## src/rtl/seq_bit_gen_if.sv

```systemverilog
// seq_bit_gen_if: valid/ready word handshake into the serial generator.
// Ports: in_valid, in_data (source -> gen); in_ready (gen -> source).
interface seq_bit_gen_if #(
  parameter int WIDTH = 8
) ();
  logic             in_valid;
  logic             in_ready;
  logic [WIDTH-1:0] in_data;

  modport master (
    output in_valid,
    output in_data,
    input  in_ready
  );

  modport slave (
    input  in_valid,
    input  in_data,
    output in_ready
  );
endinterface

```

## src/rtl/seq_bit_gen.sv

```systemverilog
// seq_bit_gen: shifts handshaken words out one bit per clock, with a
// cycle-aligned "11" hit reference for scoring a sequence detector.
// Ports: clk; rst (sync, high); in_if (slave: in_valid/in_ready/in_data);
// dout, dout_valid, frame_done, exp_hit (registered); busy.
module seq_bit_gen #(
  parameter int WIDTH      = 8,
  parameter int GAP_CYCLES = 0,
  parameter bit MSB_FIRST  = 1'b1
) (
  input  logic         clk,
  input  logic         rst,
  seq_bit_gen_if.slave in_if,
  output logic         dout,
  output logic         dout_valid,
  output logic         frame_done,
  output logic         exp_hit,
  output logic         busy
);

  if (WIDTH < 2) begin : g_bad_width
    $error("seq_bit_gen: WIDTH must be >= 2");
  end
  if (GAP_CYCLES < 0) begin : g_bad_gap
    $error("seq_bit_gen: GAP_CYCLES must be >= 0");
  end

  localparam int CW = $clog2(WIDTH);
  localparam int GW = (GAP_CYCLES > 1) ? $clog2(GAP_CYCLES) : 1;

  typedef enum logic [1:0] {
    IDLE,
    SHIFT,
    GAP
  } state_t;

  state_t           state, state_n;
  logic [WIDTH-1:0] shreg, shreg_n;
  logic [CW-1:0]    bit_cnt, bit_cnt_n;
  logic [GW-1:0]    gap_cnt, gap_cnt_n;
  logic             prev_bit, prev_n;
  logic             dout_n, dv_n, fd_n, hit_n;
  logic             cur_bit;
  logic [WIDTH-1:0] shifted;

  assign cur_bit = MSB_FIRST ? shreg[WIDTH-1] : shreg[0];
  assign shifted = MSB_FIRST ? {shreg[WIDTH-2:0], 1'b0}
                             : {1'b0, shreg[WIDTH-1:1]};

  assign in_if.in_ready = (state == IDLE) && !rst;
  assign busy           = (state != IDLE);

  always_ff @(posedge clk) begin
    if (rst) begin
      state      <= IDLE;
      shreg      <= '0;
      bit_cnt    <= '0;
      gap_cnt    <= '0;
      prev_bit   <= 1'b0;
      dout       <= 1'b0;
      dout_valid <= 1'b0;
      frame_done <= 1'b0;
      exp_hit    <= 1'b0;
    end else begin
      state      <= state_n;
      shreg      <= shreg_n;
      bit_cnt    <= bit_cnt_n;
      gap_cnt    <= gap_cnt_n;
      prev_bit   <= prev_n;
      dout       <= dout_n;
      dout_valid <= dv_n;
      frame_done <= fd_n;
      exp_hit    <= hit_n;
    end
  end

  always_comb begin
    state_n   = state;
    shreg_n   = shreg;
    bit_cnt_n = bit_cnt;
    gap_cnt_n = gap_cnt;
    prev_n    = prev_bit;
    dout_n    = 1'b0;
    dv_n      = 1'b0;
    fd_n      = 1'b0;
    hit_n     = 1'b0;
    unique case (state)
      IDLE: begin
        // rst already forces in_ready low and wins in the register
        if (in_if.in_valid) begin
          shreg_n   = in_if.in_data;
          bit_cnt_n = '0;
          prev_n    = 1'b0;
          state_n   = SHIFT;
        end
      end
      SHIFT: begin
        dout_n    = cur_bit;
        dv_n      = 1'b1;
        hit_n     = cur_bit & prev_bit;
        prev_n    = cur_bit;
        shreg_n   = shifted;
        bit_cnt_n = bit_cnt + 1'b1;
        if (bit_cnt == CW'(WIDTH - 1)) begin
          fd_n      = 1'b1;
          bit_cnt_n = '0;
          gap_cnt_n = '0;
          state_n   = (GAP_CYCLES > 0) ? GAP : IDLE;
        end
      end
      GAP: begin
        gap_cnt_n = gap_cnt + 1'b1;
        if (gap_cnt == GW'(GAP_CYCLES - 1)) begin
          gap_cnt_n = '0;
          state_n   = IDLE;
        end
      end
      default: state_n = IDLE;
    endcase
  end

endmodule

```

## src/flat_wrapper.sv

```systemverilog
// flat-port wrapper written by rule: the top's interface ports become plain ports
module seq_bit_gen_flat 
#(
  parameter int WIDTH      = 8,
  parameter int GAP_CYCLES = 0,
  parameter bit MSB_FIRST  = 1'b1
)
  (clk, rst, dout, dout_valid, frame_done, exp_hit, busy, in_if_in_valid, in_if_in_data, in_if_in_ready);
  seq_bit_gen_if #(.WIDTH(WIDTH)) in_if_i ();
  input  logic clk;
  input  logic rst;
  output logic dout;
  output logic dout_valid;
  output logic frame_done;
  output logic exp_hit;
  output logic busy;
  input wire logic [$bits(in_if_i.in_valid)-1:0] in_if_in_valid;
  input wire logic [$bits(in_if_i.in_data)-1:0] in_if_in_data;
  output wire logic [$bits(in_if_i.in_ready)-1:0] in_if_in_ready;
  assign in_if_i.in_valid = in_if_in_valid;
  assign in_if_i.in_data = in_if_in_data;
  assign in_if_in_ready = in_if_i.in_ready;
  seq_bit_gen #(.WIDTH(WIDTH), .GAP_CYCLES(GAP_CYCLES), .MSB_FIRST(MSB_FIRST)) u_core (.clk(clk), .rst(rst), .in_if(in_if_i), .dout(dout), .dout_valid(dout_valid), .frame_done(frame_done), .exp_hit(exp_hit), .busy(busy));
endmodule
```

## config.mk

```make
export PLATFORM = sky130hd
export DESIGN_NAME = seq_bit_gen_flat
export DESIGN_NICKNAME = d
export VERILOG_FILES = /design/src/rtl/seq_bit_gen_if.sv /design/src/rtl/seq_bit_gen.sv /design/src/flat_wrapper.sv
export SDC_FILE = /design/constraint.sdc
export NUM_CORES = 1
export LEC_CHECK = 0
export ABC_AREA = 1
export BUFFER_PORTS_ARGS = -buffer_cell sky130_fd_sc_hd__buf_2
export CORE_MARGIN = 8
export CORE_UTILIZATION = 53
export CTS_BUF_LIST = sky130_fd_sc_hd__clkbuf_4
export DETAILED_ROUTE_END_ITERATION = 7
export PLACE_DENSITY = 0.79
export SLEW_MARGIN = 20
export SYNTH_ARGS = -nofsm -noshare
export SYNTH_HDL_FRONTEND = slang
export SYNTH_SLANG_ARGS = --single-unit
```

## constraint.sdc

```tcl
create_clock -name clk -period 1.3 [get_ports clk]
set_clock_uncertainty 0.05 [all_clocks]
set_input_delay 0.065 -clock clk [delete_from_list [all_inputs] [get_ports clk]]
set_output_delay 0.065 -clock clk [all_outputs]
set_load 0.02 [all_outputs]
```

Word level (Yosys, flattened, before mapping) --
Index checks and enable logic that the tools add are counted.
Storage, ports and cells: flip-flop bits (word level) 19, bits of input ports 11, logic and storage cells 45
Operators by class: add/sub/neg operators 2, equal/unequal tests 6, mux-type cells 16, bitwise operators 2, reduce and logical (&&, ||, !) cells 10
Operators with widths (count):
- one-hot mux 8 bit (2 select lines) | 1
- 2-to-1 mux 8 bit | 1
- 2-to-1 mux 2 bit | 3
- 2-to-1 mux 3 bit | 2
- one-hot mux 2 bit (3 select lines) | 1
- one-hot mux 3 bit (2 select lines) | 1
- nonzero test 2 bit | 3
- 2-to-1 mux 1 bit | 5
- != test 2 x 1 -> 1 bit, second input constant | 2
- one-hot mux 1 bit (2 select lines) | 2
- AND reduction 2 bit | 2
- adder 3 x 1 -> 3 bit, second input constant | 1
- == test 3 bit, second input constant | 1
- AND reduction 3 bit | 1
- == test 2 x 1 -> 1 bit, second input constant | 1
- == test 2 bit, second input constant | 1
- zero test 2 bit | 1
- != test 2 bit, second input constant | 1
- OR reduction 2 bit | 1
- adder 1 bit, second input constant | 1
- AND 1 bit | 1
- logical AND 1 bit | 1
- zero test 1 bit | 1
- NOT 1 bit | 1

Longest topological paths before layout --
word-level depth 3, mapped depth 6, gate-level depth less buffers 5

Worst setup path after synthesis --
No wires, ideal clock.
path kind reg-to-reg, from reg u_core.state[0], to reg u_core.shreg[0], library setup time 65 ps, arrival time 975 ps, slack 211 ps, cell stages (with the launch flop) 5, buffers on the path 1, period minus slack after synthesis 1089 ps, path through dfxtp_1 > buf_6 > nor2_2 > o21ai_0 > nor2_1
Between the ends: word-level cells in the longest chain between the ends 3, elaborated cells on any way between the ends 6
RTL lines:
- from (decl) | line seq_bit_gen.sv:36 | state_t state, state_n;
- from (signal assigned) | line seq_bit_gen.sv:64 | state <= state_n;
- == test 2 x 1 -> 1 bit / zero test 2 bit (equally long branches) | line seq_bit_gen.sv:86 | unique case (state)
- nonzero test 2 bit (no source line) / != test 2 bit (equally long branches)
- AND reduction 2 bit (no source line)
- to (signal assigned) | line seq_bit_gen.sv:65 | shreg <= shreg_n;
- to (decl) | line seq_bit_gen.sv:37 | logic [WIDTH-1:0] shreg, shreg_n;
Several ways; a longest one is shown, not always the timed one. A chain may end at the register's enable or synchronous reset.

Worst setup path after layout --
from reg u_core.state[0], to out busy
Between the ends: word-level cells in the longest chain between the ends 1
RTL lines:
- nonzero test 2 bit | line seq_bit_gen.sv:50 | assign busy = (state != IDLE);
- to (decl) | line flat_wrapper.sv:16 | output logic busy;
No other way between the ends.

==> results.py <==
metrics = {
    "clock_tree": {
        "clkLatencyLatePin_ps": 280,
        "cts_buffer_depth": 2,
        "cts_hold_buf": 8,
        "cts.sinks": 17,
        "clkTransAtPathRegs_ps": 90,
        "cts_tree": "built",
        "htree_levels": 1,
        "cts_resized": 0,
        "cts_setup_buffers": 0,
        "cts-buffers-inserted": 3,
        "root_buffer": "clkbuf_4",
    },
    "final_layout": {
        "seq_area_um2": 340,
        "drive_gt1_frac": 0.254,
        "antenna_cells": 0,
        "final_nets": 136,
        "synthToLayoutAreaGrowth_pct": 24.6,
        "multi_input_area_um2": 298,
        "fillers": 113,
    },
    "die": {
        "die_w_um": 53.1,
        "core-area_um2": 1280,
        "start_util": 0.567,
        "fp-row-count": 13,
        "die_area_um2": 2820,
        "die_h_um": 53.1,
        "io_pins": 17,
    },
    "grt": {
        "gr-total-overflow": 0,
        "antenna_found_initial": 0,
        "grt_pass1_wl_um": 2440,
        "grt_max_degree": 12,
        "grt_util_all_layers": 0.113,
        "grt_pass1_vias": 572,
    },
    "critical_path": {
        "crit_cells": 2,
        "cp-endpoint": "busy",
        "crit_family": "flip-flops",
        "max_stage_delay_ps": 430,
        "reg2reg_depth": 4,
        "cp.required_ps": 1190,
        "path_cells": "buf_4 > buf_2",
        "crit-reg2reg-capture": "u_core.shreg[1]$_SDFFE_PP0P_",
        "worst_setup_path_start_kind": "flop",
        "crit_path_start": "u_core.state[0]$_SDFFE_PP0P_",
        "crit_fanout": 5,
        "end_kind": "primary output",
        "slowest_stage": "dfxtp_1",
        "r2r_slack_ps": 190,
        "critPathBufInv": 2,
        "crit_type": "reg2out",
        "r2r_start": "u_core.state[0]$_SDFFE_PP0P_",
        "cp.arrival_ps": 1050,
    },
    "logic_synthesis": {
        "ys_seq_area_frac": 0.467,
        "synth_top_area_cell": "dfxtp_1",
        "syn-instance-count": 96,
        "synthTopCellsByArea": "dfxtp_1 47%, nand2_1 12%, nor2_1 10%, buf_6 6.2%, a21oi_2 6.0%",
        "syn-num-nets": 109,
        "syn_area_um2": 728,
        "synth-seq-cells": 17,
        "yosysTopAreaCellShare": 0.467,
        "avgSynthCellArea_um2": 7.59,
        "synth_warnings": 0,
        "ys_types": 13,
    },
    "power": {
        "finalPower_w": 0.00103,
        "ir_drop_mv": 0.561,
        "cellPowerDensity_nw_per_um2": 1130,
        "p_leak_nw": 0.458,
    },
    "timing": {
        "post-route-min-period_ps": 1170,
        "finalCritPeriodShare": 0.900,
        "slew_violations": 0,
        "fmax_mhz": 855,
        "slew_headroom": 0.723,
        "setup_viol": 0,
        "max_slew.worst_pin.slew_ps": 415,
        "hold_violations": 0,
        "tns_ps": 0,
        "rsz0062_at_grt": "false",
    },
    "flow_run": {
        "maxCapViolations": 0,
    },
    "detailed_routing": {
        "wirelength_um": 1430,
        "wl_per_cell_um": 10.4,
        "dr_total_vias": 617,
        "ant_nets": 0,
        "initialDrtViolationCount": 7,
        "drtPass1Iterations": 4,
        "vias_per_cell": 4.50,
        "route.detailed.drc": 0,
    },
    "run_status": {
        "status": "completed",
    },
    "place": {
        "routabilityCongestion": 0.780,
        "dp_hpwl_um": 980,
        "port_buffers": 16,
    },
    "worst_hold_path": {
        "hp-class": "in2reg",
    },
}
[worst min path at each step]
stage                                start                      endpoint  slack [ps]  cells after the start
after floorplan           in_if_in_data[0]  u_core.shreg[0]$_SDFFE_PP0P_         150                      2
after global placement    in_if_in_data[5]  u_core.shreg[5]$_SDFFE_PP0P_         240                      3
after detailed placement  in_if_in_data[5]  u_core.shreg[5]$_SDFFE_PP0P_         240                      3
after CTS                   in_if_in_valid  u_core.shreg[0]$_SDFFE_PP0P_          50                      3
after global routing        in_if_in_valid  u_core.shreg[0]$_SDFFE_PP0P_          80                      3
final                       in_if_in_valid  u_core.shreg[0]$_SDFFE_PP0P_          50                      3
[metrics by stage]
stage                     hold WS [ps]   util  cell area, µm²  setup slack, ps  instances
after floorplan                    150      -             728              211         96
after global placement             237  0.620             797              249        125
after detailed placement           242  0.620             797              211        125
after CTS                         51.9  0.706             907              125        137
after global routing              80.9  0.706             907             59.5        137
final                             53.3  0.706             907              130        137
[tightest hold or removal path, stage by stage]
cell and delay (ps):
buf_2 120, o21ai_0 80, nor2_1 90
[layer usage]
layer  wire length, µm  part of all wire  GRT usage  vias up
li1                  -                 -          -      341
met1               643              0.45      0.133      261
met2               699              0.49      0.184       10
met3                56             0.039     0.0336        5
met4                26             0.018     0.0504        0
met5                 0                 0          0        -
[synth_stat cells (all sizes together)]
| cell | count |
|---|---|
| o21ai | 3 |
| nor2 | 22 |
| nor3 | 3 |
| a21oi | 7 |
| inv | 12 |
| dfxtp | 17 |
| buf | 4 |
| nand2 | 23 |
| ha | 2 |
| nand3 | 3 |
[cells by family (layout without fill, tap and decap cells)]
family          count (synthesis)  in the layout  synth area share
compound gates                 10             10            0.0945
flops                          17             17             0.467
buf+inv                        16             42             0.124
simple gates                   51             51             0.280
fa+ha+maj                       2              2            0.0344
[sequential cells by signal (all words and copies together) (netlist names)]
name,cells
u_core.shreg,8
u_core.bit_cnt,3
u_core.dout,1
u_core.dout_valid,1
u_core.exp_hit,1
u_core.frame_done,1
u_core.prev_bit,1
u_core.state,1
[area by class of cell]
class | instances | area share
sequential | 17 | 0.375
multi-input combinational | 63 | 0.328
timing repair buffer | 26 | 0.193
inverter | 12 | 0.0497
clock buffer | 4 | 0.0331
tap | 15 | 0.0207
[power breakdown]
part	leakage (nW)	switching [W]	total [W]	internal, W
sequential	0.140	0.0000131	0.000565	0.000552
clock	0.0184	0.000159	0.000299	0.000140
combinational	0.300	0.0000921	0.000163	0.0000704
total	0.458	0.000264	0.00103	0.000763
[layout by cell type (no fill, tap or decap)]
cell type,Yosys,routed
nand3_1,3,3
nor2_1,20,20
nor3_1,3,3
dlygate4sd3_1,0,8
nand2_1,23,23
inv_1,10,10
a21oi_2,5,5
buf_2,0,16
inv_2,2,2
buf_4,0,2
nor2_2,2,2
clkbuf_4,0,4
ha_1,2,2
dfxtp_1,17,17
o21ai_0,3,3
a21oi_1,2,2
Note: power is estimated with default switching activity, not from simulation.
